`config.mk`:
```
export PLATFORM = sky130hd
export DESIGN_NAME = riscv_core_rob_alloc_ctrl_flat
export DESIGN_NICKNAME = d
export VERILOG_FILES = /design/src/rtl/riscv_core_rob_alloc_ctrl_if.sv /design/src/rtl/riscv_core_rob_alloc_ctrl.sv /design/src/flat_wrapper.sv
export SDC_FILE = /design/constraint.sdc
export NUM_CORES = 1
export LEC_CHECK = 0
export ABC_AREA = 1
export CORE_MARGIN = 5
export CORE_UTILIZATION = 42
export DETAILED_ROUTE_END_ITERATION = 12
export PLACE_DENSITY = 0.84
export SETUP_SLACK_MARGIN = 0.05
export SLEW_MARGIN = 30
export SYNTH_ARGS = -nofsm -noshare
export SYNTH_HDL_FRONTEND = slang
export SYNTH_SLANG_ARGS = --single-unit
```
`constraint.sdc`:
```
create_clock -name clk -period 6.82 [get_ports clk]
set_clock_uncertainty 0.1 [all_clocks]
set_input_delay 1.364 -clock clk [delete_from_list [all_inputs] [get_ports clk]]
set_output_delay 1.364 -clock clk [all_outputs]
set_load 0.005 [all_outputs]
```
`src/rtl/riscv_core_rob_alloc_ctrl_if.sv`:
```
// ROB allocation request bus between the allocation controller (master)
// and the 2-wide reorder buffer / rename table (slave).
interface riscv_core_rob_alloc_ctrl_if;
    logic       rob_alloc_req_val_1;
    logic       rob_alloc_req_val_2;
    logic       rob_alloc_req_wen_1;
    logic       rob_alloc_req_wen_2;
    logic       rob_alloc_req_spec_1;
    logic       rob_alloc_req_spec_2;
    logic [4:0] rob_alloc_req_preg_1;
    logic [4:0] rob_alloc_req_preg_2;
    logic       rob_alloc_req_rdy;

    modport master (
        output rob_alloc_req_val_1, rob_alloc_req_val_2,
        output rob_alloc_req_wen_1, rob_alloc_req_wen_2,
        output rob_alloc_req_spec_1, rob_alloc_req_spec_2,
        output rob_alloc_req_preg_1, rob_alloc_req_preg_2,
        input  rob_alloc_req_rdy
    );

    modport slave (
        input  rob_alloc_req_val_1, rob_alloc_req_val_2,
        input  rob_alloc_req_wen_1, rob_alloc_req_wen_2,
        input  rob_alloc_req_spec_1, rob_alloc_req_spec_2,
        input  rob_alloc_req_preg_1, rob_alloc_req_preg_2,
        output rob_alloc_req_rdy
    );
endinterface

```
`src/rtl/riscv_core_rob_alloc_ctrl.sv`:
```
// Dual-issue ROB allocation controller: decides which of two in-order
// decoded instructions enter the ROB, tracks ROB occupancy with a credit
// counter and runs a single-branch speculation FSM.
// Optional macro RISCV_ROB_ALLOC_PERF_EN adds stall performance counters.
module riscv_core_rob_alloc_ctrl #(
    parameter int ROB_DEPTH = 32,
    parameter int OCC_W     = 6
) (
    input  logic             clk,
    input  logic             reset,
    input  logic             inst_val_1,
    input  logic             inst_wen_1,
    input  logic [4:0]       inst_waddr_1,
    input  logic             inst_brj_1,
    input  logic             inst_val_2,
    input  logic             inst_wen_2,
    input  logic [4:0]       inst_waddr_2,
    input  logic             inst_brj_2,
    output logic             inst_acc_1,
    output logic             inst_acc_2,
    riscv_core_rob_alloc_ctrl_if.master rob,
    input  logic [1:0]       rob_commit_cnt,
    input  logic             brj_resolved,
    input  logic             brj_taken,
    output logic [OCC_W-1:0] rob_occupancy,
    output logic             spec_active,
    output logic             occ_err
`ifdef RISCV_ROB_ALLOC_PERF_EN
    ,
    output logic [31:0]      perf_full_stalls,
    output logic [31:0]      perf_brj_stalls
`endif
);

    typedef enum logic {NORM = 1'b0, SPEC = 1'b1} state_t;

    localparam logic [OCC_W:0] DEPTH_X = (OCC_W+1)'(ROB_DEPTH);

    state_t         state;
    logic [OCC_W:0] free_cnt;
    logic           cap_ok;
    logic           go;
    logic           in_spec;
    logic [OCC_W:0] occ_plus;
    logic [OCC_W:0] commit_x;
    logic [OCC_W:0] occ_diff;
    logic           occ_under;
    logic           occ_over;

    // Squashing a taken branch is the ROB's job; the outcome is not needed here.
    logic unused_brj_taken;
    assign unused_brj_taken = brj_taken;

    assign in_spec  = (state == SPEC);
    assign free_cnt = DEPTH_X - {1'b0, rob_occupancy};
    assign cap_ok   = rob.rob_alloc_req_rdy && (free_cnt >= (OCC_W+1)'(2));
    // Resolution cycles allocate nothing so a squash never races an allocation.
    assign go       = cap_ok && !brj_resolved;

    // Acceptance and ROB request drive; everything forced low during reset.
    always_comb begin
        // NOTE: every output gets a default first so no path can infer a latch.
        inst_acc_1               = 1'b0;
        inst_acc_2               = 1'b0;
        rob.rob_alloc_req_val_1  = 1'b0;
        rob.rob_alloc_req_val_2  = 1'b0;
        rob.rob_alloc_req_wen_1  = 1'b0;
        rob.rob_alloc_req_wen_2  = 1'b0;
        rob.rob_alloc_req_spec_1 = 1'b0;
        rob.rob_alloc_req_spec_2 = 1'b0;
        rob.rob_alloc_req_preg_1 = 5'd0;
        rob.rob_alloc_req_preg_2 = 5'd0;
        if (!reset) begin
            inst_acc_1 = go && inst_val_1 && !(inst_brj_1 && in_spec);
            // Slot 2 never overtakes slot 1 and never opens a second branch.
            inst_acc_2 = go && inst_val_2 && (inst_acc_1 || !inst_val_1) &&
                         !(inst_brj_2 && (in_spec || (inst_acc_1 && inst_brj_1)));
            rob.rob_alloc_req_val_1  = inst_acc_1;
            rob.rob_alloc_req_val_2  = inst_acc_2;
            rob.rob_alloc_req_wen_1  = inst_wen_1 && (inst_waddr_1 != 5'd0);
            rob.rob_alloc_req_wen_2  = inst_wen_2 && (inst_waddr_2 != 5'd0);
            rob.rob_alloc_req_preg_1 = inst_waddr_1;
            rob.rob_alloc_req_preg_2 = inst_waddr_2;
            rob.rob_alloc_req_spec_1 = in_spec;
            rob.rob_alloc_req_spec_2 = in_spec || (inst_acc_1 && inst_brj_1);
        end
    end

    // Next occupancy with underflow/overflow detection, one bit wider than the counter.
    always_comb begin
        occ_plus  = {1'b0, rob_occupancy} + (OCC_W+1)'(inst_acc_1) + (OCC_W+1)'(inst_acc_2);
        commit_x  = (OCC_W+1)'(rob_commit_cnt);
        occ_under = (occ_plus < commit_x);
        occ_diff  = occ_plus - commit_x;
        occ_over  = !occ_under && (occ_diff > DEPTH_X);
    end

    assign spec_active = in_spec;

    // Speculation FSM, occupancy credit counter and sticky error flag.
    always_ff @(posedge clk) begin
        // NOTE: sequential state uses non-blocking assignments only, so every
        // register samples the pre-edge values regardless of statement order.
        if (reset) begin
            state         <= NORM;
            rob_occupancy <= '0;
            occ_err       <= 1'b0;
        end else begin
            case (state)
                NORM: if ((inst_acc_1 && inst_brj_1) || (inst_acc_2 && inst_brj_2)) state <= SPEC;
                SPEC: if (brj_resolved) state <= NORM;
                default: state <= NORM;
            endcase
            if (occ_under) begin
                occ_err       <= 1'b1;
                rob_occupancy <= '0;
            end else if (occ_over) begin
                occ_err       <= 1'b1;
                rob_occupancy <= OCC_W'(ROB_DEPTH);
            end else begin
                rob_occupancy <= occ_diff[OCC_W-1:0];
            end
        end
    end

`ifdef RISCV_ROB_ALLOC_PERF_EN
    logic full_stall;
    logic brj_stall;

    assign full_stall = (inst_val_1 || inst_val_2) && !cap_ok;
    assign brj_stall  = go && in_spec &&
                        ((inst_val_1 && inst_brj_1) ||
                         (inst_val_2 && inst_brj_2 && (inst_acc_1 || !inst_val_1)));

    // Free-running stall counters.
    always_ff @(posedge clk) begin
        if (reset) begin
            perf_full_stalls <= '0;
            perf_brj_stalls  <= '0;
        end else begin
            if (full_stall) perf_full_stalls <= perf_full_stalls + 32'd1;
            if (brj_stall)  perf_brj_stalls  <= perf_brj_stalls + 32'd1;
        end
    end
`endif

endmodule

```
`src/flat_wrapper.sv`:
```
// flat-port wrapper written by rule: the top's interface ports become plain ports
module riscv_core_rob_alloc_ctrl_flat 
#(
    parameter int ROB_DEPTH = 32,
    parameter int OCC_W     = 6
)
  (clk, reset, inst_val_1, inst_wen_1, inst_waddr_1, inst_brj_1, inst_val_2, inst_wen_2, inst_waddr_2, inst_brj_2, inst_acc_1, inst_acc_2, rob_commit_cnt, brj_resolved, brj_taken, rob_occupancy, spec_active, occ_err, rob_rob_alloc_req_val_1, rob_rob_alloc_req_val_2, rob_rob_alloc_req_wen_1, rob_rob_alloc_req_wen_2, rob_rob_alloc_req_spec_1, rob_rob_alloc_req_spec_2, rob_rob_alloc_req_preg_1, rob_rob_alloc_req_preg_2, rob_rob_alloc_req_rdy);
  riscv_core_rob_alloc_ctrl_if rob_i ();
  input  logic clk;
  input  logic reset;
  input  logic inst_val_1;
  input  logic inst_wen_1;
  input  logic [4:0] inst_waddr_1;
  input  logic inst_brj_1;
  input  logic inst_val_2;
  input  logic inst_wen_2;
  input  logic [4:0] inst_waddr_2;
  input  logic inst_brj_2;
  output logic inst_acc_1;
  output logic inst_acc_2;
  input  logic [1:0] rob_commit_cnt;
  input  logic brj_resolved;
  input  logic brj_taken;
  output logic [OCC_W-1:0] rob_occupancy;
  output logic spec_active;
  output logic occ_err;
  output wire logic [$bits(rob_i.rob_alloc_req_val_1)-1:0] rob_rob_alloc_req_val_1;
  output wire logic [$bits(rob_i.rob_alloc_req_val_2)-1:0] rob_rob_alloc_req_val_2;
  output wire logic [$bits(rob_i.rob_alloc_req_wen_1)-1:0] rob_rob_alloc_req_wen_1;
  output wire logic [$bits(rob_i.rob_alloc_req_wen_2)-1:0] rob_rob_alloc_req_wen_2;
  output wire logic [$bits(rob_i.rob_alloc_req_spec_1)-1:0] rob_rob_alloc_req_spec_1;
  output wire logic [$bits(rob_i.rob_alloc_req_spec_2)-1:0] rob_rob_alloc_req_spec_2;
  output wire logic [$bits(rob_i.rob_alloc_req_preg_1)-1:0] rob_rob_alloc_req_preg_1;
  output wire logic [$bits(rob_i.rob_alloc_req_preg_2)-1:0] rob_rob_alloc_req_preg_2;
  input wire logic [$bits(rob_i.rob_alloc_req_rdy)-1:0] rob_rob_alloc_req_rdy;
  assign rob_rob_alloc_req_val_1 = rob_i.rob_alloc_req_val_1;
  assign rob_rob_alloc_req_val_2 = rob_i.rob_alloc_req_val_2;
  assign rob_rob_alloc_req_wen_1 = rob_i.rob_alloc_req_wen_1;
  assign rob_rob_alloc_req_wen_2 = rob_i.rob_alloc_req_wen_2;
  assign rob_rob_alloc_req_spec_1 = rob_i.rob_alloc_req_spec_1;
  assign rob_rob_alloc_req_spec_2 = rob_i.rob_alloc_req_spec_2;
  assign rob_rob_alloc_req_preg_1 = rob_i.rob_alloc_req_preg_1;
  assign rob_rob_alloc_req_preg_2 = rob_i.rob_alloc_req_preg_2;
  assign rob_i.rob_alloc_req_rdy = rob_rob_alloc_req_rdy;
  riscv_core_rob_alloc_ctrl #(.ROB_DEPTH(ROB_DEPTH), .OCC_W(OCC_W)) u_core (.clk(clk), .reset(reset), .inst_val_1(inst_val_1), .inst_wen_1(inst_wen_1), .inst_waddr_1(inst_waddr_1), .inst_brj_1(inst_brj_1), .inst_val_2(inst_val_2), .inst_wen_2(inst_wen_2), .inst_waddr_2(inst_waddr_2), .inst_brj_2(inst_brj_2), .inst_acc_1(inst_acc_1), .inst_acc_2(inst_acc_2), .rob(rob_i), .rob_commit_cnt(rob_commit_cnt), .brj_resolved(brj_resolved), .brj_taken(brj_taken), .rob_occupancy(rob_occupancy), .spec_active(spec_active), .occ_err(occ_err));
endmodule
```
==> summary.md, run 1 <==
| Metric | Value |
|---|---|
| CP dominant cell by count | nand2_1 |
| Die width | 57.4 um |
| Area Overhead vs Synth | 53.7% |
| Worst-path clk slew | 50 ps |
| First-pass GRT wire length | 4370 um |
| P per Cell Area | approximately 210 nW/um2 |
| WP data arrival | 4820 ps |
| Yosys reg bits | 8 |
| Routed WL per cell | 11.7 um |
| Post-Route WL | 2680 um |
| CTS Root Cell | clkbuf_4 |
| Boundary pin count | 49 |
| Worst-path fanout max | 17 |
| Final setup TNS | 0 ps |
| Final hold vios | 0 |
| CP max stage delay | about 690 ps |
| Rel. slew slack | ~63% |
| Clock sink total | 8 |
| Hold slack | approximately 470 ps |
| Initial DRC count | 21 |
| Synthesized instance count | 155 |
| Area after DPL | 1430 um2 |
| Max-slew violation count | 0 |
| Max-cap viol count | 0 |
| Area occupied by multi-input gates | between 600 and 700 um2 |
| Yosys warning count | 0 |
| CP max-delay cell | clkdlybuf4s50_1 |
| Vias in the first global route | 1053 |
| Largest net degree at the start of global routing | 18 |
| Final worst-path cycle share | around 70% |
| Setup Viol. Count Final | 0 |
| FMAX | between 0.2 and 0.25 GHz |
| Vias after detailed routing | 1095 |
| DIE AREA | around 3300 um2 |
| Clock tree buffer depth | 2 |
| Post-cts repair resize count | 0 |
| Worst hold path depth | 4 |
| Cell Rows | 17 |
| Status | finished, final reports clean |
| Commonest cells after routing, fill and taps aside | 47 x clkdlybuf4s50_1, 38 x inv_1, 28 x nor2_1 |
| Worst slack, placed | 1790 ps |
| FF+latch area | 160 um2 |
| RSZ-0062 raised after global routing | no |
| CTS H-tree lvls | 1 |
| GRT overflow | 0 |
| Dpl hpwl | 2310 um |
| Pin slew with the least headroom to its limit | 553 ps |
| Nets | roughly 230 |
| Commonest non-fill, non-tap cell in the layout | clkdlybuf4s50_1 |
| # DRC | 0 |
| Initial antenna violation count | 0 |
| IO buf count | 47 |
| HP Class | reg2reg |
| Sequential-to-total area share from yosys stat | 17.0% |
| CP endpoint kind | flop |
| DRT antenna net count | 0 |
| Worst EP required | 6860 ps |
| Hold buffers post-CTS | 0 |
| Worst-Skew Late Latency | 250 ps |
| Total track usage | 16.2% |
| Cell Area, Synth | 942 um2 |
| Startpoint Class | input port |
| Syn_area_per_cell | between 6 and 7 um2 |
| TritonCTS clock tree | yes |
| Final Cell Area | 1450 um2 |
| Worst path cell trace | clkdlybuf4s50_1 > nor2_1 > o2111ai_1 > inv_2 > nand2_1 > xor2_1 > ha_1 > inv_1 > nand2_4 > ha_1 > ha_1 > nand2_1 > inv_1 > nor3_1 > nand3_2 > nor2_1 > nand2_1 > nand2_1 > nand2_2 > nand3_2 > nor2_1 |
| DR pass1 iterations | 5 |
| CP top delay family | simple AND/OR/NAND/NOR gates |
| Post-synth cell types | 26 |
| CP Buf/Inv Count | 4 |
| Core ar. | 2170 um2 |
| Worst Slack Setup Final | between 2000 and 2500 ps |
| Fill cell count | 197 |
| Crit Path Category | in2reg |
| Net Count, Synth | 185 |
| Leak pwr | approximately 0.74 nW |
| Peak supply drop | approximately 0.12 mV |
| Post-CTS Setup Repair Bufs | 0 |
| Layout cells sized above 1 | 11.4% |
| R2R cell count | 26 |
| CP Depth | 21 |
| Chip Height | 57.4 um |
| Initial core utilization | 43.4% |
| CTS Buf Count | 3 |
| RD Place Congestion | 0.806 |
| Vias per Instance | about 4.8 |
| Post-layout min period | 4770 ps |
| Antenna fix cells | 0 |
kinds of logic after synthesis:
family,share of synthesized area [%]
DFF,17.0
and+or+nand+nor,42.1
xor gates and xnor gates,3.72
adders and majority gates,10.1
AOI/OAI and AO/OA,7.97
buffers and inverters,19.1
area by class of cell:
cell class | instances | area share, %
inverter | 42 | 10.9
timing repair buffer | 47 | 32.5
multi-input combinational | 101 | 41.6
clock buffer | 3 | 1.56
tap | 28 | 2.42
sequential | 8 | 11.1
flip-flops by register name, summed over array words and instances (netlist names):
signal / cells
u_core.rob_occupancy: 6
u_core.occ_err: 1
u_core.spec_active: 1
cells in the mapped netlist:
master	number	area share, %
nand2_1	20	8.0
xor2_1	3	2.8
o311ai_0	2	1.9
nor2_2	2	1.3
o21ai_1	3	1.6
xnor2_1	1	0.93
nor3_1	4	2.1
clkbuf_1	2	0.80
inv_2	3	1.2
ha_1	6	8.0
nand3_2	5	5.3
a221oi_1	1	0.93
buf_4	2	1.6
clkinv_1	1	0.40
nand4_2	2	2.7
inv_1	38	15
dfxtp_1	8	17
o2111ai_1	1	0.93
nand2_4	2	2.4
nand3_1	11	5.8
a21oi_1	2	1.1
a21oi_2	1	0.93
nor2_1	28	11
a31oi_1	1	0.66
fa_1	1	2.1
nand2_2	5	3.3
worst min-delay path, delay by kind of cell, from the launching register on:
| family | cells | cell delay, ps |
|---|---|---|
| and+or+nand+nor | 2 | 120 |
| buffers and inverters | 2 | 90 |
| DFF | 1 | 330 |
metrics by stage:
stage	power (mW)	std cells	util, %
finish	0.304	229	66.7
global route	0.330	229	66.7
CTS	0.303	229	66.7
detailed placement	0.266	226	65.7
global placement	0.255	226	65.7
floorplan	0.196	155	-
path summary, 6_finish.rpt:
path                                 from                      end  slack, ps
setup / recovery                    reset  u_core.rob_occupancy[0]       2050
hold / removal             u_core.occ_err           u_core.occ_err        470
setup reg to reg  u_core.rob_occupancy[0]  u_core.rob_occupancy[0]       2960
hold reg to reg            u_core.occ_err           u_core.occ_err        470
where the power goes:
group          internal [mW]  switching (mW)  total [mW]
logic                 0.0887           0.107       0.196
clock network         0.0201          0.0162      0.0364
registers             0.0579          0.0134      0.0713
total                  0.167           0.137       0.304
per-layer routing:
| layer | vias to the layer above | share of wire (%) | GRT usage (%) |
|---|---|---|---|
| met3 | 4 | 3.9 | 1.58 |
| li1 | 565 | - | - |
| met5 | - | 0 | 0 |
| met1 | 495 | 38 | 17.0 |
| met2 | 31 | 57 | 32.1 |
| met4 | 0 | 1.2 | 6.62 |
No activity file was read; power rests on OpenSTA's default activity.
==> inputs of run 2 (changes only) <==
--- a/config.mk
+++ b/config.mk
@@ -7,9 +7,9 @@
 export LEC_CHECK = 0
 export ABC_AREA = 1
 export CORE_MARGIN = 5
-export CORE_UTILIZATION = 42
+export CORE_UTILIZATION = 39
 export DETAILED_ROUTE_END_ITERATION = 12
-export PLACE_DENSITY = 0.84
+export PLACE_DENSITY = 0.79
 export SETUP_SLACK_MARGIN = 0.05
 export SLEW_MARGIN = 30
 export SYNTH_ARGS = -nofsm -noshare
==> constraint.sdc (replaced) <==
create_clock -name clk -period 4.87 [get_ports clk]
set_clock_uncertainty 0.1 [all_clocks]
set_input_delay 0.974 -clock clk [delete_from_list [all_inputs] [get_ports clk]]
set_output_delay 0.974 -clock clk [all_outputs]
set_load 0.005 [all_outputs]
==> run 2 against run 1 <==
- final area is 0.52% higher
- critical path depth stayed put
- clock-buffer cell count stayed put
- die area is 6.3% higher
- sequential power is 42% higher
- worst setup slack worse by 1400 ps
- register-to-register slack worse by 2100 ps
- highest routed layer unchanged
- worst hold slack worse by 7.4 ps
- combinational power is 39% higher
- global-route usage is 0.89 points lower
- sequential cell count stayed put
- power is 40% higher
==> summary.md, run 2 (synthesis results as in run 1) <==
| Metric | Value |
|---|---|
| DRT antenna net count | 0 (unchanged) |
| CP max-delay cell | clkdlybuf4s50_1 |
| CP endpoint kind | flop |
| CTS Root Cell | clkbuf_4 |
| Commonest cells after routing, fill and taps aside | 47 x clkdlybuf4s50_1, 38 x inv_1, 28 x nor2_1 |
| Max FFs per register | 6 (unchanged) |
| R2R cell count | 25 (-3.8%) |
| P per Cell Area | 293 nW/um2 (+39%) |
| Initial antenna violation count | 0 (unchanged) |
| Post-layout min period | 4230 ps |
| CTS H-tree lvls | 1 (unchanged) |
| Total track usage | 15.3% (-0.89 points) |
| Max-cap viol count | 0 (unchanged) |
| Clk pwr share | 12.1% (about the same) |
| DR pass1 iterations | 4 (-1) |
| Final setup TNS | 0 ps (unchanged) |
| Worst Slack Setup Final | 637 ps (-1410 ps) |
| TritonCTS clock tree | yes |
| Vias per Instance | 4.83 (+0.93%) |
| Clock tree buffer depth | 2 (unchanged) |
| Final hold vios | 0 (unchanged) |
| WP data arrival | 4320 ps (-500 ps) |
| Crit Path Category | in2reg |
| Flop-to-flop setup slack | 910 ps (-2050 ps) |
| # DRC | 0 (unchanged) |
| P_sw | 0.191 mW (+40%) |
| First-pass GRT wire length | 4150 um (-5.2%) |
| Reg-to-Reg End | u_core.rob_occupancy[1] |
| RD Place Congestion | 0.818 (+1.5%) |
| CP max stage delay | 460 ps (-230 ps) |
| Vias after detailed routing | 1110 (+1.4%) |
| Core ar. | 2250 um2 (+3.9%) |
| Worst path cell trace | clkdlybuf4s50_1 > clkinv_1 > a21oi_2 > o2111ai_1 > inv_2 > nand2_1 > xor2_1 > ha_1 > inv_1 > nand2_4 > ha_1 > ha_1 > nand2_1 > inv_1 > nor3_1 > nand3_2 > o21ai_1 > nand2_1 > nand2_2 > nand3_2 > nor2_1 |
| FMAX | 0.236 GHz |
| Worst-Skew Late Latency | 260 ps (about the same) |
| Startpoint Class | input port |
| Chip Height | 59.2 um (+3.1%) |
| WHS Endpoint | u_core.occ_err |
| CTS Buf Count | 3 (unchanged) |
| Setup Viol. Count Final | 0 (unchanged) |
| Clock sink total | 8 (unchanged) |
| Final Cell Area | 1460 um2 (+0.52%) |
| Initial core utilization | 41.8% (-1.6 points) |
| Area after DPL | 1430 um2 (+0.53%) |
| CP Buf/Inv Count | 5 (+1) |
| Post-Route WL | 2680 um (-0.15%) |
| Status | finished, final reports clean |
| Largest reg by FF count | u_core.rob_occupancy |
| Largest net degree at the start of global routing | 17 (-1) |
| Routed WL per cell | 11.6 um (-0.58%) |
| Post-CTS Setup Repair Bufs | 0 (unchanged) |
| Post-route insts no fill | 230 (+0.44%) |
| Worst-path clk slew | 50 ps (about the same) |
| IO buf count | 47 (unchanged) |
| Antenna fix cells | 0 (unchanged) |
| CP top delay family | simple AND/OR/NAND/NOR gates |
| Reg2reg start | u_core.rob_occupancy[0] |
| Nets | 234 (+0.43%) |
| Cell Rows | 17 (unchanged) |
| RSZ-0062 raised after global routing | no |
| Area Overhead vs Synth | 54.4% |
| Sw Share | 44.9% (-0.18 points) |
| Boundary pin count | 49 (unchanged) |
| Peak supply drop | 0.198 mV (+64%) |
| Hold_sp | u_core.occ_err |
| Worst-path fanout max | 6 (-11) |
| GRT overflow | 0 (unchanged) |
| Worst EP required | 4960 ps (-1900 ps) |
| Cell-internal power | 0.234 mW (+41%) |
| Die width | 59.2 um (+3.1%) |
| Worst hold path depth | 4 (unchanged) |
| Share of power burned in registers | 23.6% (about the same) |
| Vias in the first global route | 1011 (-4.0%) |
| Rel. slew slack | 76.3% (+13 points) |
| Worst slack, placed | 435 ps (-1350 ps) |
| Commonest non-fill, non-tap cell in the layout | clkdlybuf4s50_1 |
| Dpl hpwl | 2300 um (-0.34%) |
| Layout cells sized above 1 | 11.9% (+0.44 points) |
| Hold buffers post-CTS | 0 (unchanged) |
| Initial DRC count | 26 (+24%) |
| Power share of the combinational group | 64.2% (-0.4 points) |
| Max-slew violation count | 0 (unchanged) |
| Leak pwr | 0.749 nW (+0.65%) |
| HP Class | reg2reg |
| Pin slew with the least headroom to its limit | 354 ps (-200 ps) |
| Post-cts repair resize count | 0 (unchanged) |
| Final worst-path cycle share | 86.9% |
| Placed cells | 227 (+0.44%) |
| DIE AREA | 3500 um2 (+6.3%) |
run 2: changes by cell type in the layout (fill, tap and decap cells not counted), sizes merged:
cell,previous run,this run
buf,0,1
run 2: worst max path at each step:
stage | from | to | slack (ps) | depth (start not counted)
global route | inst_val_1 | u_core.rob_occupancy[1] | 430 | 24
detailed placement | inst_val_1 | u_core.rob_occupancy[4] | 430 | 22
global placement | inst_val_1 | u_core.rob_occupancy[4] | 520 | 23
floorplan | reset | u_core.rob_occupancy[0] | 1180 | 21
CTS | inst_val_1 | u_core.rob_occupancy[1] | 680 | 21
finish | inst_val_1 | u_core.rob_occupancy[1] | 640 | 21
run 2: layout make-up:
type                       instances  area (um2)
multi-input combinational        101         602
tap                               28        35.0
clock buffer                       3        22.5
sequential                         8         160
timing repair buffer              48         478
fill                             209         800
inverter                          42         158
run 2: metal layers:
layer  GRT usage [%]  wire [um]  up-vias
met2            29.3       1450       33
met4            8.74         74        0
met3            2.40        131        7
met5               0          0        -
met1            15.4       1020      503
li1                -          -      567
run 2: worst min-delay path: stages, from the launching register on:
cell and delay, ps:
dfxtp_1 310, inv_1 50, nand3_1 70, nand2_1 50, inv_1 30
run 2: power by group through the flow:
stage | Combinational, mW | Sequential (mW) | Clock, mW
6_report | 0.273 | 0.101 | 0.0517
5_1_grt | 0.300 | 0.103 | 0.0562
4_1_cts | 0.273 | 0.100 | 0.0528
3_5_place_dp | 0.271 | 0.102 | 0
3_3_place_gp | 0.260 | 0.100 | 0
2_1_floorplan | 0.175 | 0.0995 | 0
run 2: metrics by stage:
stage                     total power [mW]  util, %  hold WS (ps)
after CTS                            0.426     64.5           457
final                                0.426     64.5           458
after floorplan                      0.274        -           428
after global placement               0.360     63.5           421
after detailed placement             0.372     63.5           442
after global routing                 0.459     64.5           509
